`src/rtl/mac_pkg.sv`:
```
// Shared definitions for the MAC column: datapath widths, buffer depth and the
// feeder state encoding. The MAC PE imports this package as well.
package mac_pkg;

  localparam int W_BITWIDTH     = 8;
  localparam int IFMAP_BITWIDTH = 16;
  localparam int DEPTH          = 16;

  typedef enum logic [2:0] {
    ST_IDLE,
    ST_LOAD,
    ST_PREFETCH,
    ST_STREAM,
    ST_DONE
  } feeder_state_t;

  // A stream must carry at least one pair and must fit in the buffers.
  function automatic logic len_legal(input int unsigned len, input int unsigned depth);
    return (len >= 1) && (len <= depth);
  endfunction

endpackage

```
`src/rtl/feeder_buf.sv`:
```
// Small register file: one synchronous write port and one asynchronous read
// port. Used once for weights and once for ifmaps inside mac_feeder.
module feeder_buf #(
  parameter int WIDTH = 8,
  parameter int DEPTH = 16,
  parameter int AW    = (DEPTH > 1) ? $clog2(DEPTH) : 1
) (
  input  logic                    clk,
  input  logic                    we,
  input  logic [AW-1:0]           waddr,
  input  logic signed [WIDTH-1:0] wdata,
  input  logic [AW-1:0]           raddr,
  output logic signed [WIDTH-1:0] rdata
);

  logic signed [WIDTH-1:0] mem [DEPTH];

  // NOTE: storage has no reset on purpose; every entry is written before the
  // feeder reads it, so clearing it would only cost a reset net per bit.
  always_ff @(posedge clk) begin
    if (we) begin
      mem[waddr] <= wdata;
    end
  end

  assign rdata = mem[raddr];

endmodule

```
`src/rtl/mac_feeder.sv`:
```
// Loads a weight/ifmap stream of cfg_len pairs through two ready/valid ports,
// then replays it to a MAC column: one prefetch strobe, len enabled data beats, done.
module mac_feeder
  import mac_pkg::*;
#(
  parameter int W_BITWIDTH     = mac_pkg::W_BITWIDTH,
  parameter int IFMAP_BITWIDTH = mac_pkg::IFMAP_BITWIDTH,
  parameter int DEPTH          = mac_pkg::DEPTH,
  parameter int LW             = $clog2(DEPTH) + 1
) (
  input  logic                             clk,
  input  logic                             rst,
  input  logic                             start,
  input  logic [LW-1:0]                    cfg_len,
  output logic                             busy,
  output logic                             done,
  output logic                             err,
  input  logic                             w_wr_valid,
  output logic                             w_wr_ready,
  input  logic signed [W_BITWIDTH-1:0]     w_wr_data,
  input  logic                             if_wr_valid,
  output logic                             if_wr_ready,
  input  logic signed [IFMAP_BITWIDTH-1:0] if_wr_data,
  output logic                             w_prefetch_out,
  output logic                             ifmap_start_out,
  output logic                             w_enable_out,
  output logic                             ifmap_enable_out,
  output logic signed [W_BITWIDTH-1:0]     w_data_out,
  output logic signed [IFMAP_BITWIDTH-1:0] ifmap_data_out
);

  localparam int AW = (DEPTH > 1) ? $clog2(DEPTH) : 1;

  feeder_state_t state;
  logic [LW-1:0] len;
  logic [LW-1:0] w_cnt;
  logic [LW-1:0] if_cnt;
  logic [LW-1:0] str_cnt;
  logic [AW-1:0] rd_idx;
  logic [AW-1:0] last_idx;

  logic          w_we;
  logic          if_we;
  logic [LW-1:0] w_cnt_nxt;
  logic [LW-1:0] if_cnt_nxt;
  logic          load_complete;

  logic signed [W_BITWIDTH-1:0]     w_rd_data;
  logic signed [IFMAP_BITWIDTH-1:0] if_rd_data;

  // Ready depends only on registered state, so it is glitch-free toward the loader.
  assign busy        = (state != ST_IDLE);
  assign w_wr_ready  = (state == ST_LOAD) && (w_cnt < len);
  assign if_wr_ready = (state == ST_LOAD) && (if_cnt < len);

  assign w_we     = w_wr_valid && w_wr_ready;
  assign if_we    = if_wr_valid && if_wr_ready;
  assign last_idx = AW'(len - LW'(1));

  // NOTE: every signal written in always_comb gets a value on every path
  // (defaults first), otherwise synthesis infers a latch.
  always_comb begin
    w_cnt_nxt     = w_cnt + LW'(w_we);
    if_cnt_nxt    = if_cnt + LW'(if_we);
    load_complete = (w_cnt_nxt == len) && (if_cnt_nxt == len);
  end

  feeder_buf #(
    .WIDTH (W_BITWIDTH),
    .DEPTH (DEPTH),
    .AW    (AW)
  ) u_wbuf (
    .clk   (clk),
    .we    (w_we),
    .waddr (w_cnt[AW-1:0]),
    .wdata (w_wr_data),
    .raddr (rd_idx),
    .rdata (w_rd_data)
  );

  feeder_buf #(
    .WIDTH (IFMAP_BITWIDTH),
    .DEPTH (DEPTH),
    .AW    (AW)
  ) u_ibuf (
    .clk   (clk),
    .we    (if_we),
    .waddr (if_cnt[AW-1:0]),
    .wdata (if_wr_data),
    .raddr (rd_idx),
    .rdata (if_rd_data)
  );

  // rd_idx always points at the pair to emit on the next beat, so the
  // asynchronous buffer read feeds the registered data outputs directly.
  // NOTE: all state uses non-blocking assignments so every register samples
  // the pre-edge values of the others, independent of statement order.
  always_ff @(posedge clk) begin
    if (rst) begin
      state            <= ST_IDLE;
      len              <= '0;
      w_cnt            <= '0;
      if_cnt           <= '0;
      str_cnt          <= '0;
      rd_idx           <= '0;
      done             <= 1'b0;
      err              <= 1'b0;
      w_prefetch_out   <= 1'b0;
      ifmap_start_out  <= 1'b0;
      w_enable_out     <= 1'b0;
      ifmap_enable_out <= 1'b0;
      w_data_out       <= '0;
      ifmap_data_out   <= '0;
    end else begin
      done             <= 1'b0;
      err              <= 1'b0;
      w_prefetch_out   <= 1'b0;
      ifmap_start_out  <= 1'b0;
      w_enable_out     <= 1'b0;
      ifmap_enable_out <= 1'b0;
      w_data_out       <= '0;
      ifmap_data_out   <= '0;

      case (state)
        ST_IDLE: begin
          if (start) begin
            if (len_legal(32'(cfg_len), DEPTH)) begin
              len    <= cfg_len;
              w_cnt  <= '0;
              if_cnt <= '0;
              rd_idx <= '0;
              state  <= ST_LOAD;
            end else begin
              err <= 1'b1;
            end
          end
        end

        ST_LOAD: begin
          w_cnt  <= w_cnt_nxt;
          if_cnt <= if_cnt_nxt;
          if (load_complete) begin
            state           <= ST_PREFETCH;
            w_prefetch_out  <= 1'b1;
            ifmap_start_out <= 1'b1;
            rd_idx          <= '0;
            str_cnt         <= '0;
          end
        end

        ST_PREFETCH: begin
          state            <= ST_STREAM;
          w_enable_out     <= 1'b1;
          ifmap_enable_out <= 1'b1;
          w_data_out       <= w_rd_data;
          ifmap_data_out   <= if_rd_data;
          if (rd_idx != last_idx) begin
            rd_idx <= rd_idx + AW'(1);
          end
        end

        ST_STREAM: begin
          if (str_cnt == len - LW'(1)) begin
            state <= ST_DONE;
            done  <= 1'b1;
          end else begin
            str_cnt          <= str_cnt + LW'(1);
            w_enable_out     <= 1'b1;
            ifmap_enable_out <= 1'b1;
            w_data_out       <= w_rd_data;
            ifmap_data_out   <= if_rd_data;
            if (rd_idx != last_idx) begin
              rd_idx <= rd_idx + AW'(1);
            end
          end
        end

        ST_DONE: begin
          state <= ST_IDLE;
        end

        default: begin
          state <= ST_IDLE;
        end
      endcase
    end
  end

endmodule

```
`config.mk`:
```
export PLATFORM = sky130hd
export DESIGN_NAME = mac_feeder
export DESIGN_NICKNAME = d
export VERILOG_FILES = /design/src/rtl/mac_pkg.sv /design/src/rtl/feeder_buf.sv /design/src/rtl/mac_feeder.sv
export SDC_FILE = /design/constraint.sdc
export NUM_CORES = 1
export LEC_CHECK = 0
export ABC_AREA = 1
export BUFFER_PORTS_ARGS = -buffer_cell sky130_fd_sc_hd__buf_2
export CORE_MARGIN = 5
export CORE_UTILIZATION = 55
export CTS_CLUSTER_DIAMETER = 80
export CTS_CLUSTER_SIZE = 14
export DETAILED_ROUTE_END_ITERATION = 7
export PLACE_DENSITY_LB_ADDON = 0.3
export REMOVE_ABC_BUFFERS = 1
export SETUP_SLACK_MARGIN = 0.4
export SLEW_MARGIN = 15
export SYNTH_ARGS = -nofsm -noshare
export SYNTH_HDL_FRONTEND = slang
export SYNTH_SLANG_ARGS = --single-unit
```
`constraint.sdc`:
```
create_clock -name clk -period 7.4 [get_ports clk]
set_input_delay 1.48 -clock clk [delete_from_list [all_inputs] [get_ports clk]]
set_output_delay 1.48 -clock clk [all_outputs]
set_load 0.01 [all_outputs]
```
; Word-level counts from Yosys, hierarchy flattened
; Memory sizes are Yosys's and may differ from the RTL's. A register that Yosys moved wholly into a read port is not among the register bits.
; Cells that the tools add are included.
[totals]
regBits = 55
latchBits = 0
ramBits = 384
mem_bits_ro = 0
in_bits = 34
output_inout_bits = 33
word_cells = 93
memories = 2
[mem_list]
columns = name, depth, word_bits, read_ports, rd_ports_with_merged_regs, wr, line
row1 = u_ibuf.mem, 16, 16, 1, 1, 1, feeder_buf.sv:16  ; logic signed [WIDTH-1:0] mem [DEPTH];
row2 = u_wbuf.mem, 16, 8, 1, 1, 1, feeder_buf.sv:16
[op_classes]
n_addsub = 5
multipliers = 0
div_mod_pow = 0
n_lt_le_gt_ge = 4
eq_ne = 12
shift = 0
mux = 35
bitwise = 4
n_reduce_logical = 19
[ops]
columns = op, count
row1 = $mux W4, 9
row2 = $pmux W16 S2, 1
row3 = $pmux W5 S2, 3
row4 = $mux W5, 4
row5 = $mux W16, 1
row6 = $pmux W4 S4, 1
row7 = $pmux W8 S2, 1
row8 = $eq A5 B5 Y1, 3
row9 = $mux W3, 4
row10 = $pmux W3 S4, 1
row11 = $add A5 B1 Y5, 2
row12 = $lt A5 B5 Y1, 2
row13 = $ne A2 B2 Y1 const B, 5
row14 = $reduce_and A3 Y1, 3
row15 = $mux W1, 8
row16 = $mux W8, 1
row17 = $eq A3 B2 Y1 const B, 2
row18 = $logic_and A1 B1 Y1, 6
row19 = $add A5 B1 Y5 const B, 1
row20 = $ge A5 B1 Y1 const B, 1
row21 = $le A5 B5 Y1 const B, 1
row22 = $reduce_and A5 Y1, 1
row23 = $sub A5 B1 Y5 const B, 1
row24 = $add A4 B1 Y4 const B, 1
row25 = other kinds (11), 16

; Logic depth before layout (Yosys ltp)
; Gate-level depths: netlist of run 1.
[depth]
ltp_word = 10
depth_mapped = 23
ltp_nobuf = 23

; Modules after synthesis
; From an unflattened synthesis of run 1, not the netlist that was laid out.
[hier_totals]
hier_cells = 2018
area_unflattened_um2 = 19496.2
[by_module_without_submodules]
columns = module, n_inst, cells_each, area_each_um2
row1 = feeder_buf at u_ibuf, 1, 1058, 11068.1
row2 = feeder_buf at u_wbuf, 1, 543, 5606.6
row3 = mac_feeder, 1, 417, 2821.5

; Worst setup path before layout of run 1
; OpenSTA, ideal clock, no wires.
[synth_path]
path_type = in2reg
startpoint = input port if_wr_valid
endpoint = register with a tool-made name
arrival_ns = 3.027
required_ns = 7.289
path_slack_ns = 4.262
cell_stages = 17
path_buffers = 0
path_cell_list = inv_1 -> nor2_1 -> ha_1 -> ha_1 -> nor2_1 -> nor2_2 -> nand2_1 -> nand2_1 -> inv_1 -> nor2_2 -> nand3_2 -> nand2_4 -> nand3_2 -> nand2_2 -> nand2_1 -> nand2_1 -> inv_1
[synth_lines]
columns = item, line
row1 = "start, declared", mac_feeder.sv:21  ; input logic if_wr_valid,

; Worst setup path in the final report of run 1
[layout_path]
startpoint = register len[2]
endpoint = output port if_wr_ready
[layout_via]
elab_chain_cells = 2
[layout_rtl]
columns = item, line
row1 = "start, declared", mac_feeder.sv:35  ; logic [LW-1:0] len;
row2 = "start signal, assigned", mac_feeder.sv:128  ; len <= cfg_len;
row3 = $lt A5 B5 Y1, mac_feeder.sv:54  ; assign if_wr_ready = (state == ST_LOAD) && (if_cnt < len);
row4 = $logic_and A1 B1 Y1, mac_feeder.sv:54
row5 = "end, declared", mac_feeder.sv:22  ; output logic if_wr_ready,
; No other way between the ends.

==> results of run 1 <==
-- worst max path at each step --
stage | startpoint | endpoint | slack [ns] | cells after the start
floorplan | flop | w_data_out[3] | 0.23 | 4
global placement | if_wr_valid | rd_idx[0] | 3.88 | 18
detailed placement | if_wr_valid | flop | 3.85 | 18
CTS | len[4] | w_wr_ready | 3.79 | 8
global route | len[4] | w_wr_ready | 3.66 | 8
finish | len[2] | if_wr_ready | 3.81 | 8
-- sequential cells by signal, indices dropped and copies added (netlist names), named ones only --
register,count
w_data_out,8
if_cnt,5
done,1
u_wbuf.mem,128
ifmap_enable_out,1
state,3
err,1
rd_idx,4
str_cnt,5
u_ibuf.mem,256
w_cnt,5
len,5
ifmap_data_out,16
ifmap_start_out,1
-- where the power goes --
part | internal, mW | total (mW) | switching (mW)
clock network | 0.966 | 1.81 | 0.842
registers | 2.73 | 2.76 | 0.0369
logic | 0.193 | 0.578 | 0.385
total | 3.88 | 5.15 | 1.26
-- area by class of cell --
cell class / instances / area (sq um)
Clock buffer: 64 / 1050
Clock inverter: 2 / 23.8
Fill cell: 2597 / 13300
Inverter: 158 / 593
Multi-Input combinational cell: 826 / 4680
Sequential cell: 443 / 12700
Tap cell: 448 / 561
Timing Repair Buffer: 75 / 398
-- per-stage QoR --
step,setup WS [ns],hold slack (ns)
floorplan,0.230,0.470
global placement,3.88,0.499
detailed placement,3.85,0.508
CTS,3.79,0.519
global route,3.66,0.546
finish,3.81,0.519
-- routing by layer --
metal / vias to the layer above / GRT usage [%] / share of wire [%]
met1: 5461 / 30.8 / 45
met3: 51 / 2.92 / 5.6
met5: - / 0 / 0
met2: 329 / 34.1 / 47
li1: 5402 / - / -
met4: 0 / 5.31 / 2.1
-- kinds of logic (layout without fill, tap and decap cells) --
group	Yosys count	after routing
AO/OA/AOI/OAI	378	378
XOR/XNOR	8	8
buffers and inverters	235	299
adder cells (fa/ha/maj)	15	15
multiplexers	96	96
AND/OR/NAND/NOR	329	329
flip-flops	443	443
-- worst max-delay path: cells and delay by family (launching register included) --
kind / cells / cell delay [ns]
fa+ha+maj: 1 / 0.33
simple gates: 1 / 0.10
compound gates: 3 / 0.35
flops: 1 / 0.46
buf+inv: 3 / 0.35
-- cell usage in the layout (no fill, tap or decap), types with 4 or more instances in the layout --
master	synthesis	final
edfxtp_1	384	384
nand3_1	39	39
o21ai_0	157	157
xnor2_1	4	4
inv_2	5	6
nor2_1	89	73
nor2_2	4	20
nand2_1	170	170
clkbuf_1	32	26
o21ai_1	53	53
buf_4	7	9
buf_2	11	66
ha_1	15	15
a21oi_1	114	114
dfxtp_1	59	56
xor2_1	4	4
nand2_2	6	6
mux2i_1	96	96
nand4_1	9	9
clkbuf_16	0	38
o211ai_1	44	44
a211oi_1	5	5
inv_1	152	151
==> flow_summary.ini, run 1 <==
[global_routing]
antenna_found_initial = 0
grt_pass1_vias = 10900
grt_remaining_overflow = 0
grt_use_total_pct = 21.1
grt_pass1_wl_microns = 61100
grt_max_degree = 97

[yosys]
yosys.area_share.simple_pct = 7.58
postSynthAreaPerCell_sq_um = 12.2
synth_cell_types = 34
synth_top_area_share_pct = 62.6
synth_ff_type = edfxtp_1
yosysMostFrequentCell = edfxtp_1
synth_xor_area_share_pct = 0.381
ys_seq_area_share_pct = 69.0
yosys-top-cells-count = edfxtp_1, nand2_1, o21ai_0, inv_1, a21oi_1
synth_compound_area_share_pct = 11.0
synth_area_sq_mm = 0.0184
synthTopCellsByArea = edfxtp_1, dfxtp_1, mux2i_1
muxShareOfSynthArea_pct = 5.22
yosys.area.top_type = edfxtp_1
async_flop_share_pct = 0
synth_edf_count = 384
yosysWarnings = 0
synth_top_family_by_area = compound AO/OA/AOI/OAI gates
netlist_instances = 1504
synth-adder-area-share_pct = 1.02
ys_seq_elements = 443

[sta]
fmax_mhz = 279
tightest_slew_ns = 1.10
rsz0062_at_grt = false
setup_viol = 0
finalMaxSlewViolations = 0
finalSetupTns_ns = 0
fin_crit_sh_pct = 48.5
hold_violations = 0
slew_headroom_pct = 26.6
clock_skew_ns = 0.0145
period_needed_ns = 3.59

[worst_setup_path]
slowest_delay_ns = 0.46
path_max_fanout = 6
endpoint_kind = output port
r2r_cells = 22
path_class = flop to output port
slowest_stage = dfxtp_1
cp_common_cell = a21oi_1
rrSetupSlack_ns = 4.12
arrival_ns = 2.11
path_cells = inv_2 -> ha_1 -> a21oi_1 -> o21ai_0 -> a21oi_1 -> nand2_1 -> inv_1 -> buf_2
r2r_start = len[2]
required_ns = 5.92
start_kind = flop

[clock_tree]
path_clk_slew_ns = 0.06
cts_setup_buffers = 0
root_buffer = clkbuf_16
hold_buffers = 0
cts_buffers = 37
insertion_delay_ns = 0.53
cts_tree = built
cts_num_sinks = 443
htreeDepth = 2
post_cts_resized = 0
clockBufferDepth = 3

[floorplanning]
io-pin-count = 67
start_util_pct = 55.3
rows = 67
dieHeight_microns = 193
fp.dieW_microns = 193
dieArea_sq_mm = 0.0372
core_area_sq_mm = 0.0333

[placed_design]
placed_cells = 1950
dp_hpwl_microns = 23900
dpl_cell_area_sq_mm = 0.0190
gp_congestion = 0.837
numPortBuffers = 66

[power]
vdd_drop_max_mv = 0.163
powerDensity_mw_per_mm2 = 257
fin_total_pwr_mw = 5.15
leakage_nw = 7.10

[worst_hold_path]
whs_path_depth = 2
min_to = if_cnt[4]
min-delay-start = if_cnt[4]
holdCritPathClass = flop to flop

[cells_and_area]
syn2layout_area_growth_pct = 8.77
finish.instance_area_sq_mm = 0.0200
drive_above_1_share_pct = 10.1
final_cells = 2016
antenna_cells = 0
final_core_util_pct = 60.2
final_net_count = 1590

[detailed_routing]
drtPass1Iterations = 5
avgRoutedWirePerCell_microns = 19.3
wirelength_microns = 38900
dr.first_iter.drc_count = 885
num_vias = 11200
drtAntennaViolNets = 0
viasPerCell = 5.58
drcViolationCount = 0

[outcome]
run_status = finished, final reports clean

[job]
maxCapViolations = 0
(Power assumes the default switching activity.)
==> inputs of run 2 (changes only) <==
clock period = 3.3 ns   (was 7.4 ns; I/O delays follow)
==> run 2 against run 1 <==
Clock skew decreased by 0.0015 ns; global-route usage increased by 0.57 points; first-iteration DRC count increased by 3.2%; total power increased by 130%; combinational power increased by 140%; flip-flop and latch count unchanged; non-clock buffer count increased by 71; count of clock-buffer cells in the layout increased by 1; design area increased by 4.6%; critical path depth increased by 9; largest cell class unchanged.
==> flow_summary.ini, run 2 (synthesis gave the netlist of run 1 again) <==
[clock_tree]
clockBufferDepth = 3
cts_tree = built
hold_buffers = 0
htreeDepth = 2
cts_buffers = 37
cts_num_sinks = 443
path_clk_slew_ns = 0.07
root_buffer = clkbuf_16
insertion_delay_ns = 0.51

[detailed_routing]
avgRoutedWirePerCell_microns = 19.3
drtPass1Iterations = 5
num_vias = 11700
drcViolationCount = 0
viasPerCell = 5.59
dr.first_iter.drc_count = 913
wirelength_microns = 40300
drtAntennaViolNets = 0

[placed_design]
dp_hpwl_microns = 23700
dpl_cell_area_sq_mm = 0.0194
numPortBuffers = 66
place_ws_ns = 0.0560
gp_congestion = 0.831

[worst_setup_path]
timing.rr.end = u_ibuf.mem[10][1]
r2r_start = len[3]
path_class = flop to flop
r2r_cells = 17
endpoint = u_ibuf.mem[10][1]
arrival_ns = 3.02
required_ns = 3.52
endpoint_kind = flop
startpoint = len[3]
start_kind = flop
rrSetupSlack_ns = 0.50
path_max_fanout = 16

[sta]
setup_viol = 0
period_needed_ns = 2.80
finalMaxSlewViolations = 0
holdWs_ns = 0.424
clock_skew_ns = 0.0130
rsz0062_at_grt = true
hold_violations = 0
fmax_mhz = 357
fin_crit_sh_pct = 84.9
slew_headroom_pct = 20.4
setup_slack_ns = 0.497
finalSetupTns_ns = 0
tightest_slew_ns = 1.19

[floorplanning]
start_util_pct = 55.3
io-pin-count = 67
dieArea_sq_mm = 0.0372
rows = 67
fp.dieW_microns = 193
dieHeight_microns = 193
core_area_sq_mm = 0.0333

[power]
pwr-share-comb_pct = 11.9
clock_power_share_pct = 35.1
swShare_pct = 23.8
vdd_drop_max_mv = 0.372
p_sw_mw = 2.77
leakage_nw = 7.53
powerDensity_mw_per_mm2 = 555
pwr-share-seq_pct = 53.0
internal-power_mw = 8.87

[cells_and_area]
largestRegisters = u_ibuf.mem: 256 flops, u_wbuf.mem: 128 flops, ifmap_data_out: 16 flops
layout_common_cells = edfxtp_1, nand2_1, o21ai_0
drive_above_1_share_pct = 16.4
regMostFlops = u_ibuf.mem
final_core_util_pct = 63.0
finish.instance_area_sq_mm = 0.0210
final_common_cell = edfxtp_1
syn2layout_area_growth_pct = 13.8
num-fill-cells = 2514
final_net_count = 1662
antenna_cells = 0
largest_reg_flops = 256

[job]
maxCapViolations = 0

[outcome]
run_status = finished, final reports clean

[global_routing]
grt_pass1_wl_microns = 62800
grt_use_total_pct = 21.7
grt_max_degree = 66
antenna_found_initial = 0
grt_pass1_vias = 11400
grt_remaining_overflow = 0

[worst_hold_path]
holdCritPathClass = input port to flop
[run 2: timing repair]
| item | CTS | global route |
|---|---|---|
| resized for setup | 21 | 54 |
| buffers inserted | 17 | 6 |
| gates cloned | 1 | 0 |
| setup endpoints to repair | 16 | 145 |
| pin swaps | 6 | 31 |
[run 2: worst max-delay path, cell delays in order (launching register included)]
cell,delay (ns)
dfxtp_4,0.37
inv_4,0.08
ha_2,0.27
nand2_2,0.06
o21ai_1,0.07
a21oi_1,0.12
nand2_1,0.10
nor2_2,0.18
buf_4,0.13
buf_4,0.09
buf_4,0.09
buf_4,0.09
buf_4,0.09
buf_4,0.09
buf_4,0.10
nand3_1,0.18
nor2_2,0.20
buf_12,0.20
[run 2: how the worst min path moves through the flow]
stage                     startpoint    endpoint  slack (ns)  depth (start not counted)
final                     cfg_len[0]      len[0]        0.42                          3
after global routing      cfg_len[0]      len[0]        0.44                          3
after CTS                 cfg_len[0]      len[0]        0.41                          3
after detailed placement   if_cnt[4]   if_cnt[4]        0.50                          2
after global placement      w_cnt[4]    w_cnt[4]        0.50                          2
after floorplan           str_cnt[4]  str_cnt[4]        0.47                          2
[run 2: power by group through the flow]
stage	registers (mW)	logic [mW]	clock network [mW]
finish	6.16	1.39	4.09
global route	6.16	1.55	4.39
CTS	6.16	1.36	4.16
detailed placement	6.28	1.32	0
global placement	6.28	1.29	0
floorplan	6.42	0.861	0
[run 2: per-layer routing]
metal | vias to the layer above | part of all wire (%) | track usage, %
met3 | 61 | 5.9 | 2.74
met5 | - | 0 | 0
met2 | 333 | 49 | 36.5
li1 | 5555 | - | -
met4 | 0 | 1.9 | 4.47
met1 | 5732 | 43 | 30.9
[run 2: through the flow]
| step | instances | power, mW |
|---|---|---|
| final | 2089 | 11.6 |
| after global routing | 2089 | 12.1 |
| after CTS | 2083 | 11.7 |
| after detailed placement | 1998 | 7.60 |
| after global placement | 1998 | 7.57 |
| after floorplan | 1427 | 7.28 |
[run 2: final cells by class]
type / instances / area [sq um] / share of cell area, %
flip-flops and latches: 443 / 12700 / 60.8
clock buffers: 65 / 1050 / 5.02
inverters: 158 / 608 / 2.90
clock inverters: 2 / 46.3 / 0.221
well taps: 448 / 561 / 2.68
repair buffers: 146 / 1070 / 5.10
multi-input cells: 827 / 4880 / 23.3
==> inputs of run 3 (changes only) <==
clock period = 2.84 ns   (was 3.3 ns; I/O delays follow)
==> run 3 against run 2 <==
Sequential share of layout area down 0.96 points; count of clock-buffer cells in the layout unchanged; non-clock buffer count up 15; die area unchanged; core utilization up 0.94 points; clock skew down 0.00088 ns; clock power up 18%; setup slack worse by 0.37 ns.
==> flow_summary.ini, run 3 (synthesis gave the netlist of run 1 again) <==
[sta]
slew_headroom_pct = 44.7
fmax_mhz = 369
finalSetupTns_ns = 0
holdWs_ns = 0.326
period_needed_ns = 2.71
rsz0062_at_grt = true
clock_skew_ns = 0.0121
fin_crit_sh_pct = 95.4
finalMaxSlewViolations = 0
tightest_slew_ns = 0.830
setup_slack_ns = 0.131
setup_viol = 0
hold_violations = 0

[power]
swShare_pct = 23.8
vdd_drop_max_mv = 0.368
pwr-share-comb_pct = 11.9
leakage_nw = 7.65
clock_power_share_pct = 35.5
pwr-share-seq_pct = 52.6
fin_total_pwr_mw = 13.6
p_sw_mw = 3.23
internal-power_mw = 10.4
powerDensity_mw_per_mm2 = 639

[clock_tree]
root_buffer = clkbuf_16
hold_buffers = 0
cts_buffers = 37
clockBufferDepth = 3
cts_tree = built
htreeDepth = 2
cts_num_sinks = 443
insertion_delay_ns = 0.52
path_clk_slew_ns = 0.07

[cells_and_area]
final_net_count = 1676
layout_common_cells = edfxtp_1, nand2_1, o21ai_0
largest_reg_flops = 256
regMostFlops = u_ibuf.mem
num-fill-cells = 2493
syn2layout_area_growth_pct = 15.5
regArea_sq_mm = 0.0127
multi_input_area_sq_mm = 0.00493
drive_above_1_share_pct = 17.2
largestRegisters = u_ibuf.mem: 256 flops, u_wbuf.mem: 128 flops, ifmap_data_out: 16 flops
finish.instance_area_sq_mm = 0.0213
final_common_cell = edfxtp_1

[global_routing]
grt_pass1_vias = 11600
grt_use_total_pct = 21.5
grt_max_degree = 65
grt_pass1_wl_microns = 62100
grt_remaining_overflow = 0
antenna_found_initial = 1

[floorplanning]
dieHeight_microns = 193
fp.dieW_microns = 193
start_util_pct = 55.3
io-pin-count = 67
rows = 67
dieArea_sq_mm = 0.0372
core_area_sq_mm = 0.0333

[detailed_routing]
drtPass1Iterations = 7
wirelength_microns = 40100
dr.first_iter.drc_count = 1009
drcViolationCount = 0
viasPerCell = 5.60
drtAntennaViolNets = 0
num_vias = 11800
avgRoutedWirePerCell_microns = 19.1

[placed_design]
numPortBuffers = 66
gp_congestion = 0.828
dp_hpwl_microns = 23400
dpl_cell_area_sq_mm = 0.0196
place_ws_ns = -0.157

[job]
maxCapViolations = 0

[worst_setup_path]
arrival_ns = 3.13
required_ns = 3.26
start_kind = flop
path_max_fanout = 7
path_class = flop to flop
rrSetupSlack_ns = 0.13
endpoint_kind = flop

[outcome]
run_status = finished, final reports clean

[worst_hold_path]
holdCritPathClass = input port to flop
==> run 3: cell count changes in the layout (fill, tap and decap cells not counted), moves of 3 or more <==
cell,delta
dfxtp_1,+3
nand2_1,-4
nand2_2,+3
buf_12,+11
nor2_2,-8
dfxtp_4,-4
buf_6,+3
nor2_4,+8
==> run 3: final timing paths <==
path | to | cells after the start | start
setup / recovery | str_cnt[1] | 20 | len[2]
hold / removal | len[0] | 3 | cfg_len[0]
hold reg to reg | str_cnt[0] | 2 | str_cnt[0]
setup reg to reg | str_cnt[1] | 20 | len[2]
==> run 3: per-stage QoR <==
stage | util (%) | instances
4_1_cts | 63.0 | 2096
3_3_place_gp | 59.0 | 2019
2_1_floorplan | - | 1427
5_1_grt | 63.9 | 2103
3_5_place_dp | 59.0 | 2019
6_report | 63.9 | 2104
==> run 3: final cells by class <==
type,count,share of cell area (%)
Clock buffer,65,5.05
Antenna cell,1,0.0118
Timing Repair Buffer,161,6.25
Tap cell,448,2.64
Multi-Input combinational cell,826,23.2
Sequential cell,443,59.9
Clock inverter,2,0.182
Inverter,158,2.82
==> run 3: per-layer routing <==
layer	part of all wire [%]	track usage [%]
met3	6.2	3.08
met5	0.032	0
met1	43	30.1
met4	1.9	5.47
met2	49	36.0
==> run 3: critical path, stage by stage (launching register included) <==
cell     delay (ns)
dfxtp_2        0.35
inv_4          0.06
ha_4           0.22
a21oi_2        0.11
o21ai_1        0.08
a21oi_1        0.11
nand2_1        0.10
nor2_2         0.13
ha_2           0.21
ha_4           0.21
nor2_2         0.10
nand2_1        0.05
nand2_1        0.07
nand3_2        0.07
nor2_2         0.09
nand3_2        0.13
nand2_4        0.14
buf_4          0.14
nand2_4        0.06
o21ai_1        0.12
nor2_1         0.06
==> run 3: timing repair <==
action / 4_1_cts / 5_1_grt
endpoints found under the setup margin: 19 / 147
resized for setup: 36 / 54
pin swaps: 30 / 26
buffers inserted: 10 / 6
cloned: 0 / 1
==> run 3: power groups by stage <==
stage | Clock (mW) | Sequential, mW | Combinational [mW]
2_1_floorplan | 0 | 7.46 | 1.00
3_3_place_gp | 0 | 7.29 | 1.53
3_5_place_dp | 0 | 7.29 | 1.56
4_1_cts | 4.92 | 7.15 | 1.60
5_1_grt | 5.20 | 7.16 | 1.80
6_report | 4.83 | 7.15 | 1.61
